--- src/rtl/mem_port_arbiter.sv ---
// Two-requester arbiter (instruction fetch vs. data) in front of a single memory port.
// Data wins ties unless fetch has been passed over STARVE_MAX times in a row; stuck requests time out.
module mem_port_arbiter #(
  parameter logic [7:0] TIMEOUT    = 8'd255,
  parameter logic [2:0] STARVE_MAX = 3'd4
) (
  input  logic        clk,
  input  logic        rst_n,
  // fetch requester
  input  logic        if_req,
  input  logic [31:0] if_addr,
  output logic [31:0] if_rdata,
  output logic        if_ready,
  // data requester
  input  logic        dm_req,
  input  logic        dm_we,
  input  logic [3:0]  dm_be,
  input  logic [31:0] dm_addr,
  input  logic [31:0] dm_wdata,
  output logic [31:0] dm_rdata,
  output logic        dm_ready,
  // shared memory port
  output logic        mem_req,
  output logic        mem_we,
  output logic [3:0]  mem_be,
  output logic [31:0] mem_addr,
  output logic [31:0] mem_wdata,
  input  logic        mem_ack,
  input  logic [31:0] mem_rdata,
  // status
  output logic        if_stall,
  output logic        dm_stall,
  output logic        bus_err
);

  localparam int unsigned AW = 32;
  localparam int unsigned DW = 32;
  localparam int unsigned BW = 4;
  localparam int unsigned SW = 3;
  localparam int unsigned TW = 8;

  typedef enum logic [1:0] {
    IDLE   = 2'd0,
    GNT_IF = 2'd1,
    GNT_DM = 2'd2
  } state_t;

  state_t          state;
  logic [SW-1:0]   starve_cnt;
  logic [TW-1:0]   wait_cnt;

  logic in_grant_c;
  logic ack_c;
  logic timeout_c;
  logic done_c;
  logic starved_c;

  // Completion decode: an ack always beats a same-cycle timeout.
  assign in_grant_c = (state == GNT_IF) || (state == GNT_DM);
  assign ack_c      = in_grant_c && mem_ack;
  assign timeout_c  = in_grant_c && !mem_ack && (wait_cnt == TIMEOUT);
  assign done_c     = ack_c || timeout_c;
  assign starved_c  = if_req && (starve_cnt == STARVE_MAX);

  assign if_ready = (state == GNT_IF) && done_c;
  assign dm_ready = (state == GNT_DM) && done_c;
  assign if_rdata = ((state == GNT_IF) && ack_c) ? mem_rdata : DW'(0);
  assign dm_rdata = ((state == GNT_DM) && ack_c) ? mem_rdata : DW'(0);

  assign if_stall = if_req && !if_ready;
  assign dm_stall = dm_req && !dm_ready;

  // Grant FSM with latched request bundle; requester inputs only matter in IDLE.
  always_ff @(posedge clk or negedge rst_n) begin
    if (!rst_n) begin
      state      <= IDLE;
      starve_cnt <= SW'(0);
      wait_cnt   <= TW'(0);
      bus_err    <= 1'b0;
      mem_req    <= 1'b0;
      mem_we     <= 1'b0;
      mem_be     <= BW'(0);
      mem_addr   <= AW'(0);
      mem_wdata  <= DW'(0);
    end else begin
      case (state)
        IDLE: begin
          if (dm_req && !starved_c) begin
            state     <= GNT_DM;
            mem_req   <= 1'b1;
            mem_we    <= dm_we;
            mem_be    <= dm_be;
            mem_addr  <= dm_addr;
            mem_wdata <= dm_wdata;
            wait_cnt  <= TW'(0);
            if (if_req && (starve_cnt < STARVE_MAX)) begin
              starve_cnt <= starve_cnt + SW'(1);
            end
          end else if (if_req) begin
            state      <= GNT_IF;
            mem_req    <= 1'b1;
            mem_we     <= 1'b0;
            mem_be     <= 4'hF;
            mem_addr   <= if_addr;
            mem_wdata  <= DW'(0);
            wait_cnt   <= TW'(0);
            starve_cnt <= SW'(0);
          end
        end
        GNT_IF, GNT_DM: begin
          if (done_c) begin
            state   <= IDLE;
            mem_req <= 1'b0;
            mem_we  <= 1'b0;
            mem_be  <= BW'(0);
            if (timeout_c) begin
              bus_err <= 1'b1;
            end
          end else begin
            wait_cnt <= wait_cnt + TW'(1);
          end
        end
        default: begin
          state   <= IDLE;
          mem_req <= 1'b0;
        end
      endcase
    end
  end

endmodule

--- config.mk ---
export PLATFORM = sky130hd
export DESIGN_NAME = mem_port_arbiter
export DESIGN_NICKNAME = d
export VERILOG_FILES = /design/src/rtl/mem_port_arbiter.sv
export SDC_FILE = /design/constraint.sdc
export NUM_CORES = 1
export LEC_CHECK = 0
export BUFFER_PORTS_ARGS = -buffer_cell sky130_fd_sc_hd__buf_2
export CELL_PAD_IN_SITES_DETAIL_PLACEMENT = 1
export CELL_PAD_IN_SITES_GLOBAL_PLACEMENT = 2
export CORE_MARGIN = 2
export CORE_UTILIZATION = 25
export DETAILED_ROUTE_END_ITERATION = 10
export HOLD_SLACK_MARGIN = 0.03
export PLACE_DENSITY_LB_ADDON = 0.1
export REMOVE_ABC_BUFFERS = 1
export SLEW_MARGIN = 20
export SYNTH_ARGS = -nofsm -noshare
export SYNTH_HDL_FRONTEND = slang
export SYNTH_SLANG_ARGS = --single-unit
--- constraint.sdc ---
create_clock -name clk -period 2.7 [get_ports clk]
set_input_delay 0.135 -clock clk [delete_from_list [all_inputs] [get_ports clk]]
set_output_delay 0.135 -clock clk [all_outputs]
set_load 0.05 [all_outputs]
==> results of run 1 <==
-- report_power, final --
group | leakage, nW | internal, mW | switching, mW
clock | 0.148 | 0.688 | 0.541
combinational | 2.41 | 1.08 | 3.46
sequential | 1.07 | 1.83 | 0.312
-- worst min-delay path: cells and delay by family --
family | cells | cell delay, ps
AOI/OAI and AO/OA | 1 | 60
buffers and inverters | 1 | 100
and+or+nand+nor | 1 | 40
-- cells in the final DEF (no fill, tap or decap), types with 4 or more instances in the layout --
master / instances
ha_1: 6
buf_2: 275
dfrtp_1: 84
inv_1: 6
nand3_1: 4
and2_1: 32
dlygate4sd3_1: 16
a21bo_2: 4
clkbuf_16: 9
a21o_1: 4
o21ai_0: 69
buf_4: 7
and3_1: 34
nand2_1: 103
mux2i_1: 32
-- state kept, by name, summed over array words and instances, names as in the netlist, 2 cells and up --
signal      count
mem_addr       32
mem_be          4
mem_wdata      32
starve_cnt      3
state           2
wait_cnt        8
-- through the flow --
stage	util, %	power (mW)	setup WS [ps]
6_report	38.0	7.91	409
2_1_floorplan	-	5.42	170
3_3_place_gp	35.3	6.66	804
5_1_grt	38.0	8.42	226
4_1_cts	38.0	8.04	364
3_5_place_dp	35.3	6.76	716
-- path summary, 6_finish.rpt --
| path | endpoint | startpoint | cells after the start | slack (ps) |
|---|---|---|---|---|
| min reg2reg | mem_addr[16] | mem_addr[16] | 2 | 470 |
| max in group asynchronous | mem_wdata[1] | rst_n | 3 | 1720 |
| max reg2reg | wait_cnt[5] | state[1] | 6 | 720 |
| min in group asynchronous | mem_addr[29] | rst_n | 2 | 330 |
| min | mem_wdata[6] | dm_wdata[6] | 3 | 40 |
| max | dm_rdata[18] | state[1] | 6 | 410 |
-- layer usage --
| metal | wire length (um) | GRT usage (%) |
|---|---|---|
| met5 | 0 | 0 |
| met1 | 6040 | 18.7 |
| met3 | 1260 | 5.52 |
| met4 | 160 | 4.11 |
| met2 | 7540 | 29.0 |
-- cell families after synthesis --
family | after synthesis | share of synthesized area (%)
simple gates | 194 | 22.4
compound gates | 100 | 14.6
flops | 84 | 49.0
buf+inv | 40 | 4.28
mux | 34 | 7.99
fa+ha+maj | 6 | 1.75
-- cell type report --
| cell class | instances | area [sq um] | share of cell area, % |
|---|---|---|---|
| multi-input cells | 334 | 2020 | 31.8 |
| repair buffers | 300 | 1630 | 25.7 |
| flip-flops and latches | 84 | 2100 | 33.1 |
| inverters | 6 | 22.5 | 0.355 |
| well taps | 220 | 275 | 4.34 |
| clock buffers | 11 | 253 | 3.98 |
| clock inverters | 5 | 42.5 | 0.671 |
==> run_results.csv, run 1 <==
group,metric,value,unit
flow_run,maxCapViolCount,0,
sta,max_freq,0.437,GHz
clock_tree,clockRootBuffer,"clkbuf_16",
grt,grt_max_degree,98,
layout,fill_cells,2052,
clock_tree,htree_levels,3,
clock_tree,cts_sinks,84,
layout,final_cells,960,
clock_tree,numCtsBuffers,9,
grt,grt.overflow.total,0,
synth,synth_most_common_cell,"nand2_1",
route,drt_pass1_iterations,4,
synth,synth_common_cells,"nand2_1 (103), dfrtp_1 (84), o21ai_0 (69)",
route,drtIter0Drc,131,
synth,synth_area,4290,sq um
sta,setup_viol,0,
place,place.gp.congestion,0.770,
floorplanning,io_pins,277,
grt,grt_pass1_wl,23600,um
setup_path,arrival,2160,ps
place,dpl.cell_count,928,
sta,totalNegativeSetupSlack,0,ps
layout,post-route-cell-area,6340,sq um
synth,synth-edff-count,0,
synth,syn_inst,458,
sta,finalCritPeriodShare,84.8,%
floorplanning,dieArea,18200,sq um
pwr,p_leak,3.63,nW
route,dr_total_vias,4311,
sta,min_period,2290,ps
layout,nets,879,
clock_tree,clkSlewWorstSetupHoldPaths,70,ps
floorplanning,num_rows,47,
place,dpl.hpwl,11400,um
synth,synth_top_flop_cell,"dfrtp_1",
grt,grt_pass1_vias,4528,
setup_path,max_stage_delay,480,ps
sta,final_hold_viol_count,0,
status,status,"finished, final reports clean",
setup_path,crit_path_end_kind,"output pin",
clock_tree,cts.repair.resized,0,
pwr,cellPowerDensity,1250,nW/um^2
setup_path,crit_fanout,32,
clock_tree,tritoncts,"done",
sta,slew_viol_final,0,
floorplanning,floorplan.initialDensity,25.7,%
clock_tree,postCtsSetupRepairBufs,0,
clock_tree,postCtsHoldBufs,16,
sta,whs,41.3,ps
setup_path,critPathTopFamily,"buffers and inverters",
layout,drive_gt1_share,43.0,%
route,drt_drc_violations_left,0,
pwr,peakVddDrop,557,uV
place,placed_cell_area,5890,sq um
synth,synth_top_area_share,49.0,%
synth,syn_area_per_cell,9.37,sq um
setup_path,crit_buf_inv,3,
synth,seq_area_frac_synth,49.0,%
synth,yosysUniqueCellTypes,45,
layout,syn2layout_area_growth,47.8,%
sta,skew,11.1,ps
floorplanning,die_y,135,um
setup_path,critPathSlowestCell,"ha_1",
route,wl_per_cell,15.6,um
clock_tree,clockBufferDepth,2,
sta,rsz0062_at_grt,"no",
synth,ys_top_cells_by_area,"dfrtp_1 (49%), nand2_1 (9.0%), o21ai_0 (8.0%)",
sta,slew_headroom,50.6,%
synth,synth-seq-cells,84,
setup_path,crit_chain,"inv_1 > ha_1 > and3_1 > buf_4 > and2_1 > buf_2",
place,io_buffer_count,276,
route,drt_wl_total,15000,um
setup_path,critPathKind,"flop to output pin",
grt,grt_util_all_layers,16.3,%
clock_tree,clk_latency,340,ps
setup_path,worstPathRequired,2570,ps
grt,grt_antenna_before_repair,0,
route,final_antenna_net_count,0,
floorplanning,core_area,16700,sq um
route,post_drt_via_cell_ratio,4.49,
synth,async_flop_share,100,%
synth,yosys.area.top_type,"dfrtp_1",
layout,antennaDiodeCount,0,
synth,yosys_warnings,0,
floorplanning,die_x,135,um
sta,worstMarginPinSlew,741,ps
setup_path,cp-start-kind,"flop",
min_path,worstHoldPathType,"input port to flop",
Note: power is estimated with default switching activity, not from simulation.
==> run 2, diff against run 1 <==
Settings changed: CORE_UTILIZATION 25 to 23.
Clock period 2.7 ns to 2.3 ns, I/O delays scaled along.
==> run 2 against run 1 <==
Effect of this change:
- register-to-register slack got worse by 330 ps
- worst hold slack improved by 5.5 ps
- critical path type unchanged
- power rose by 20%
- critical endpoint is now dm_rdata[25]
- routed wire length rose by 2.5%
- non-clock buffer count rose by 18
- largest cell class unchanged
- combinational power rose by 20%
==> run_results.csv, run 2 (synthesized netlist as in run 1, its figures left out) <==
group,metric,value,unit
layout,syn2layout_area_growth,53.4,%
status,status,"finished, final reports clean",
floorplanning,num_rows,49,
grt,grt_util_all_layers,15.3,%
pwr,cellPowerDensity,1440,nW/um^2
clock_tree,clockRootBuffer,"clkbuf_16",
floorplanning,floorplan.initialDensity,23.7,%
route,drt_pass1_iterations,4,
clock_tree,clk_latency,350,ps
sta,max_freq,0.478,GHz
flow_run,maxCapViolCount,0,
route,wl_per_cell,15.5,um
grt,grtUsageMet2,26.4,%
pwr,p_total,9.47,mW
layout,drive_gt1_share,42.1,%
grt,grt_pass1_wl,24300,um
clock_tree,cts_sinks,84,
floorplanning,io_pins,277,
grt,grtUsageMet1,18.5,%
floorplanning,core_area,18100,sq um
place,io_buffer_count,276,
grt,grt_pass1_vias,4574,
clock_tree,tritoncts,"done",
sta,setup_viol,0,
sta,rsz0062_at_grt,"no",
clock_tree,clockBufferDepth,2,
floorplanning,die_x,141,um
layout,reg_top3,"mem_addr (32), mem_wdata (32), wait_cnt (8)",
setup_path,worstPathRequired,2180,ps
setup_path,reg2reg_from,"state[1]",
route,post_drt_via_cell_ratio,4.45,
setup_path,crit_path_end_kind,"output pin",
place,place.gp.congestion,0.789,
place,dpl.hpwl,11400,um
grt,grt.overflow.total,0,
route,dr_total_vias,4395,
grt,grt_max_degree,85,
sta,slew_headroom,62.5,%
setup_path,crit_start,"state[1]",
layout,nets,897,
setup_path,cp-start-kind,"flop",
clock_tree,clkSlewWorstSetupHoldPaths,70,ps
pwr,peakVddDrop,562,uV
route,final_antenna_net_count,0,
setup_path,crit_fanout,32,
grt,grt_antenna_before_repair,1,
setup_path,arrival,1980,ps
floorplanning,die_y,141,um
min_path,worstHoldPathType,"input port to flop",
pwr,p_leak,3.72,nW
setup_path,critPathKind,"flop to output pin",
layout,layout_common_cells,"buf_2 (275), nand2_1 (103), dfrtp_1 (84), o21ai_0 (69), and3_1 (34)",
floorplanning,dieArea,19800,sq um
clock_tree,postCtsSetupRepairBufs,0,
min_path,holdCritStartpoint,"dm_wdata[24]",
clock_tree,htree_levels,3,
route,drt_drc_violations_left,0,
sta,finalCritPeriodShare,91.0,%
grt,busiest_layer,"met2",
grt,globalRouteMet3Util,4.86,%
layout,post-route-util,36.3,%
sta,worstMarginPinSlew,563,ps
layout,layout_commonest_cell,"buf_2",
sta,slew_viol_final,0,
clock_tree,numCtsBuffers,9,
route,drtIter0Drc,126,
sta,skew,12.1,ps
route,drt_wl_total,15400,um
sta,min_period,2090,ps
sta,final_hold_viol_count,0,
[run 2: cell count changes in the layout (fill, tap and decap cells not counted), sizes merged]
cell         change
clkinv           -1
diode            +1
clkinvlp         +1
inv              +1
buf              +1
bufinv           +1
dlygate4sd3     +17
clkbuf           -2
[run 2: worst paths after layout]
kind	to	slack (ps)	cells after the start
setup reg to reg	wait_cnt[7]	390	6
setup / recovery	dm_rdata[25]	210	6
hold / removal	mem_wdata[24]	50	3
max in group asynchronous	mem_wdata[12]	1380	3
min in group asynchronous	mem_addr[8]	250	2
hold reg to reg	bus_err	450	1
[run 2: layout make-up]
class	instances	area, sq um
well taps	229	287
flip-flops and latches	84	2100
diodes	1	2.50
inverters	6	22.5
repair buffers	318	1850
clock buffers	9	225
clock inverters	7	80.1
fillers	2183	11600
multi-input cells	334	2020
[run 2: power breakdown]
group          total (mW)  internal [mW]  switching [mW]
Combinational        5.43           1.32            4.10
Clock                1.53          0.860           0.669
Sequential           2.51           2.14           0.367
Total                9.47           4.33            5.14
[run 2: what timing repair did]
item	CTS	global route
setup endpoints to repair	0	3
gates resized for setup	0	1
hold buffers	33	0
endpoints found under the hold margin	66	0
[run 2: metrics by stage]
stage	instance area [sq um]	hold WS [ps]	std cells	setup TNS (ps)	setup slack, ps
global route	6580	34.7	987	0	49.1
detailed placement	5940	113	938	0	401
finish	6590	46.8	988	0	206
global placement	5940	110	938	0	425
CTS	6580	32.2	987	0	106
floorplan	4130	-181	424	-1790	-210
[run 2: layer usage]
metal | share of wire (%) | routed length [um]
met3 | 7.7 | 1180
met5 | 0 | 0
met1 | 42 | 6410
met2 | 49 | 7540
met4 | 1.5 | 232
[run 2: worst max-delay path, cell delays in order (launching register included)]
cell and delay, ps:
dfrtp_1 390, inv_1 80, ha_1 350, and3_1 180, buf_6 210, and2_1 160
buf_2 270
==> run 3, diff against run 2 <==
==> constraint.sdc (replaced) <==
create_clock -name clk -period 2.3 [get_ports clk]
set_input_delay 0.115 -clock clk [delete_from_list [all_inputs] [get_ports clk]]
set_output_delay 0.115 -clock clk [all_outputs]
set_load 0.005 [all_outputs]
==> run 3 against run 2 <==
Effect of this change:
- register-to-register slack hardly changed
- largest cell class unchanged
- critical path depth stayed put
- non-clock buffer count is 1 lower
==> run_results.csv, run 3 (synthesized netlist as in run 1, its figures left out) <==
group,metric,value,unit
clock_tree,htree_levels,3,
layout,layout_common_cells,"buf_2 (275), nand2_1 (103), dfrtp_1 (84), o21ai_0 (69), and3_1 (34)",
clock_tree,tritoncts,"done",
route,wl_per_cell,15.7,um
sta,final_hold_viol_count,0,
grt,grt_antenna_before_repair,1,
place,io_buffer_count,276,
layout,syn2layout_area_growth,52.6,%
pwr,peakVddDrop,425,uV
sta,skew,9.51,ps
sta,finalCritPeriodShare,83.9,%
route,drt_wl_total,15500,um
route,dr_total_vias,4409,
floorplanning,dieArea,19800,sq um
floorplanning,die_x,141,um
status,status,"finished, final reports clean",
min_path,worstHoldPathType,"input port to flop",
pwr,p_total,6.97,mW
setup_path,r2r_end,"wait_cnt[7]",
setup_path,reg2reg_from,"state[0]",
setup_path,crit_start,"state[0]",
setup_path,crit_chain,"inv_1 > ha_1 > and3_1 > buf_4 > and2_1 > buf_2",
route,drtIter0Drc,108,
setup_path,max_stage_delay,380,ps
grt,grt_max_degree,85,
layout,reg_top3,"mem_addr (32), mem_wdata (32), wait_cnt (8)",
setup_path,critPathSlowestCell,"dfrtp_1",
pwr,cellPowerDensity,1060,nW/um^2
place,place.gp.congestion,0.793,
route,drt_drc_violations_left,0,
layout,multi_input_area,2020,sq um
setup_path,worstPathRequired,2180,ps
floorplanning,io_pins,277,
pwr,p_leak,3.71,nW
flow_run,maxCapViolCount,0,
grt,grt.overflow.total,0,
sta,worstMarginPinSlew,559,ps
sta,rsz0062_at_grt,"no",
setup_path,crit_fanout,32,
sta,slew_headroom,62.8,%
place,dpl.hpwl,11300,um
layout,final_cells,987,
clock_tree,clkSlewWorstSetupHoldPaths,60,ps
layout,fill_cells,2183,
floorplanning,core_area,18100,sq um
grt,grt_pass1_wl,24800,um
grt,grt_pass1_vias,4594,
clock_tree,clockRootBuffer,"clkbuf_16",
clock_tree,cts_sinks,84,
layout,post-route-util,36.1,%
setup_path,arrival,1820,ps
floorplanning,floorplan.initialDensity,23.7,%
clock_tree,cts.repair.resized,0,
sta,min_period,1930,ps
setup_path,cp-start-kind,"flop",
place,placed_cell_area,5910,sq um
floorplanning,die_y,141,um
clock_tree,numCtsBuffers,9,
clock_tree,clk_latency,340,ps
layout,regArea,2100,sq um
setup_path,crit_end,"dm_rdata[20]",
layout,layout_commonest_cell,"buf_2",
setup_path,critPathKind,"flop to output pin",
layout,nets,896,
layout,drive_gt1_share,42.1,%
sta,max_freq,0.518,GHz
route,post_drt_via_cell_ratio,4.47,
sta,slew_viol_final,0,
setup_path,worstRegToRegCells,6,
place,dpl.cell_count,939,
sta,totalNegativeSetupSlack,0,ps
layout,post-route-cell-area,6550,sq um
clock_tree,clockBufferDepth,2,
floorplanning,num_rows,49,
route,drt_pass1_iterations,4,
setup_path,crit_path_end_kind,"output pin",
setup_path,r2r_slack,400,ps
route,final_antenna_net_count,0,
grt,grt_util_all_layers,15.6,%
sta,setup_viol,0,
run 3: cell count changes in the layout (fill, tap and decap cells not counted), moves of 2 or more:
cell | previous run | this run
buf_4 | 4 | 9
buf_12 | 5 | 2
inv_6 | 3 | 1
dlygate4sd3_1 | 33 | 31
run 3: final cells by class:
| cell class | instances | area share (%) |
|---|---|---|
| sequential | 84 | 32.1 |
| multi-input combinational | 334 | 30.8 |
| timing repair buffer | 317 | 27.4 |
| tap | 229 | 4.37 |
| clock buffer | 11 | 3.70 |
| clock inverter | 5 | 1.26 |
| inverter | 6 | 0.344 |
| antenna | 1 | 0.0382 |
run 3: where the power goes:
part           total, mW  switching [mW]  internal, mW
Combinational       2.85            1.57          1.27
Clock               1.61           0.626         0.987
Sequential          2.51           0.367          2.15
Total               6.97            2.57          4.40
run 3: critical path, delay by kind of cell, from the launching register on:
family / cells / cell delay, ps
buf+inv: 3 / 470
fa+ha+maj: 1 / 300
simple gates: 2 / 330
flops: 1 / 380
run 3: worst min path at each step:
stage / from / to / slack, ps / cells past startpoint
finish: dm_wdata[22] / mem_wdata[22] / 50 / 3
floorplan: rst_n / bus_err / -180 / 0
global placement: rst_n / mem_addr[8] / 110 / 1
global route: dm_wdata[1] / mem_wdata[1] / 50 / 3
detailed placement: rst_n / mem_addr[8] / 110 / 1
CTS: dm_wdata[22] / mem_wdata[22] / 30 / 3
run 3: metal layers:
| layer | GRT usage [%] | wire length (um) | up-vias |
|---|---|---|---|
| met5 | 0 | 0 | - |
| met4 | 3.68 | 195 | 0 |
| met3 | 5.03 | 1150 | 12 |
| met2 | 26.8 | 7530 | 158 |
| met1 | 19.1 | 6640 | 2082 |
| li1 | - | - | 2157 |
run 3: repair_timing:
| action | in CTS | in global routing |
|---|---|---|
| hold endpoints to repair | 64 | 0 |
| hold buffers | 31 | 0 |
| buffers inserted | 0 | 0 |
run 3: metrics by stage:
| step | worst slack, ps | hold slack [ps] |
|---|---|---|
| finish | 370 | 50.9 |
| CTS | 339 | 34.3 |
| detailed placement | 419 | 111 |
| floorplan | -210 | -181 |
| global route | 213 | 45.9 |
| global placement | 424 | 115 |
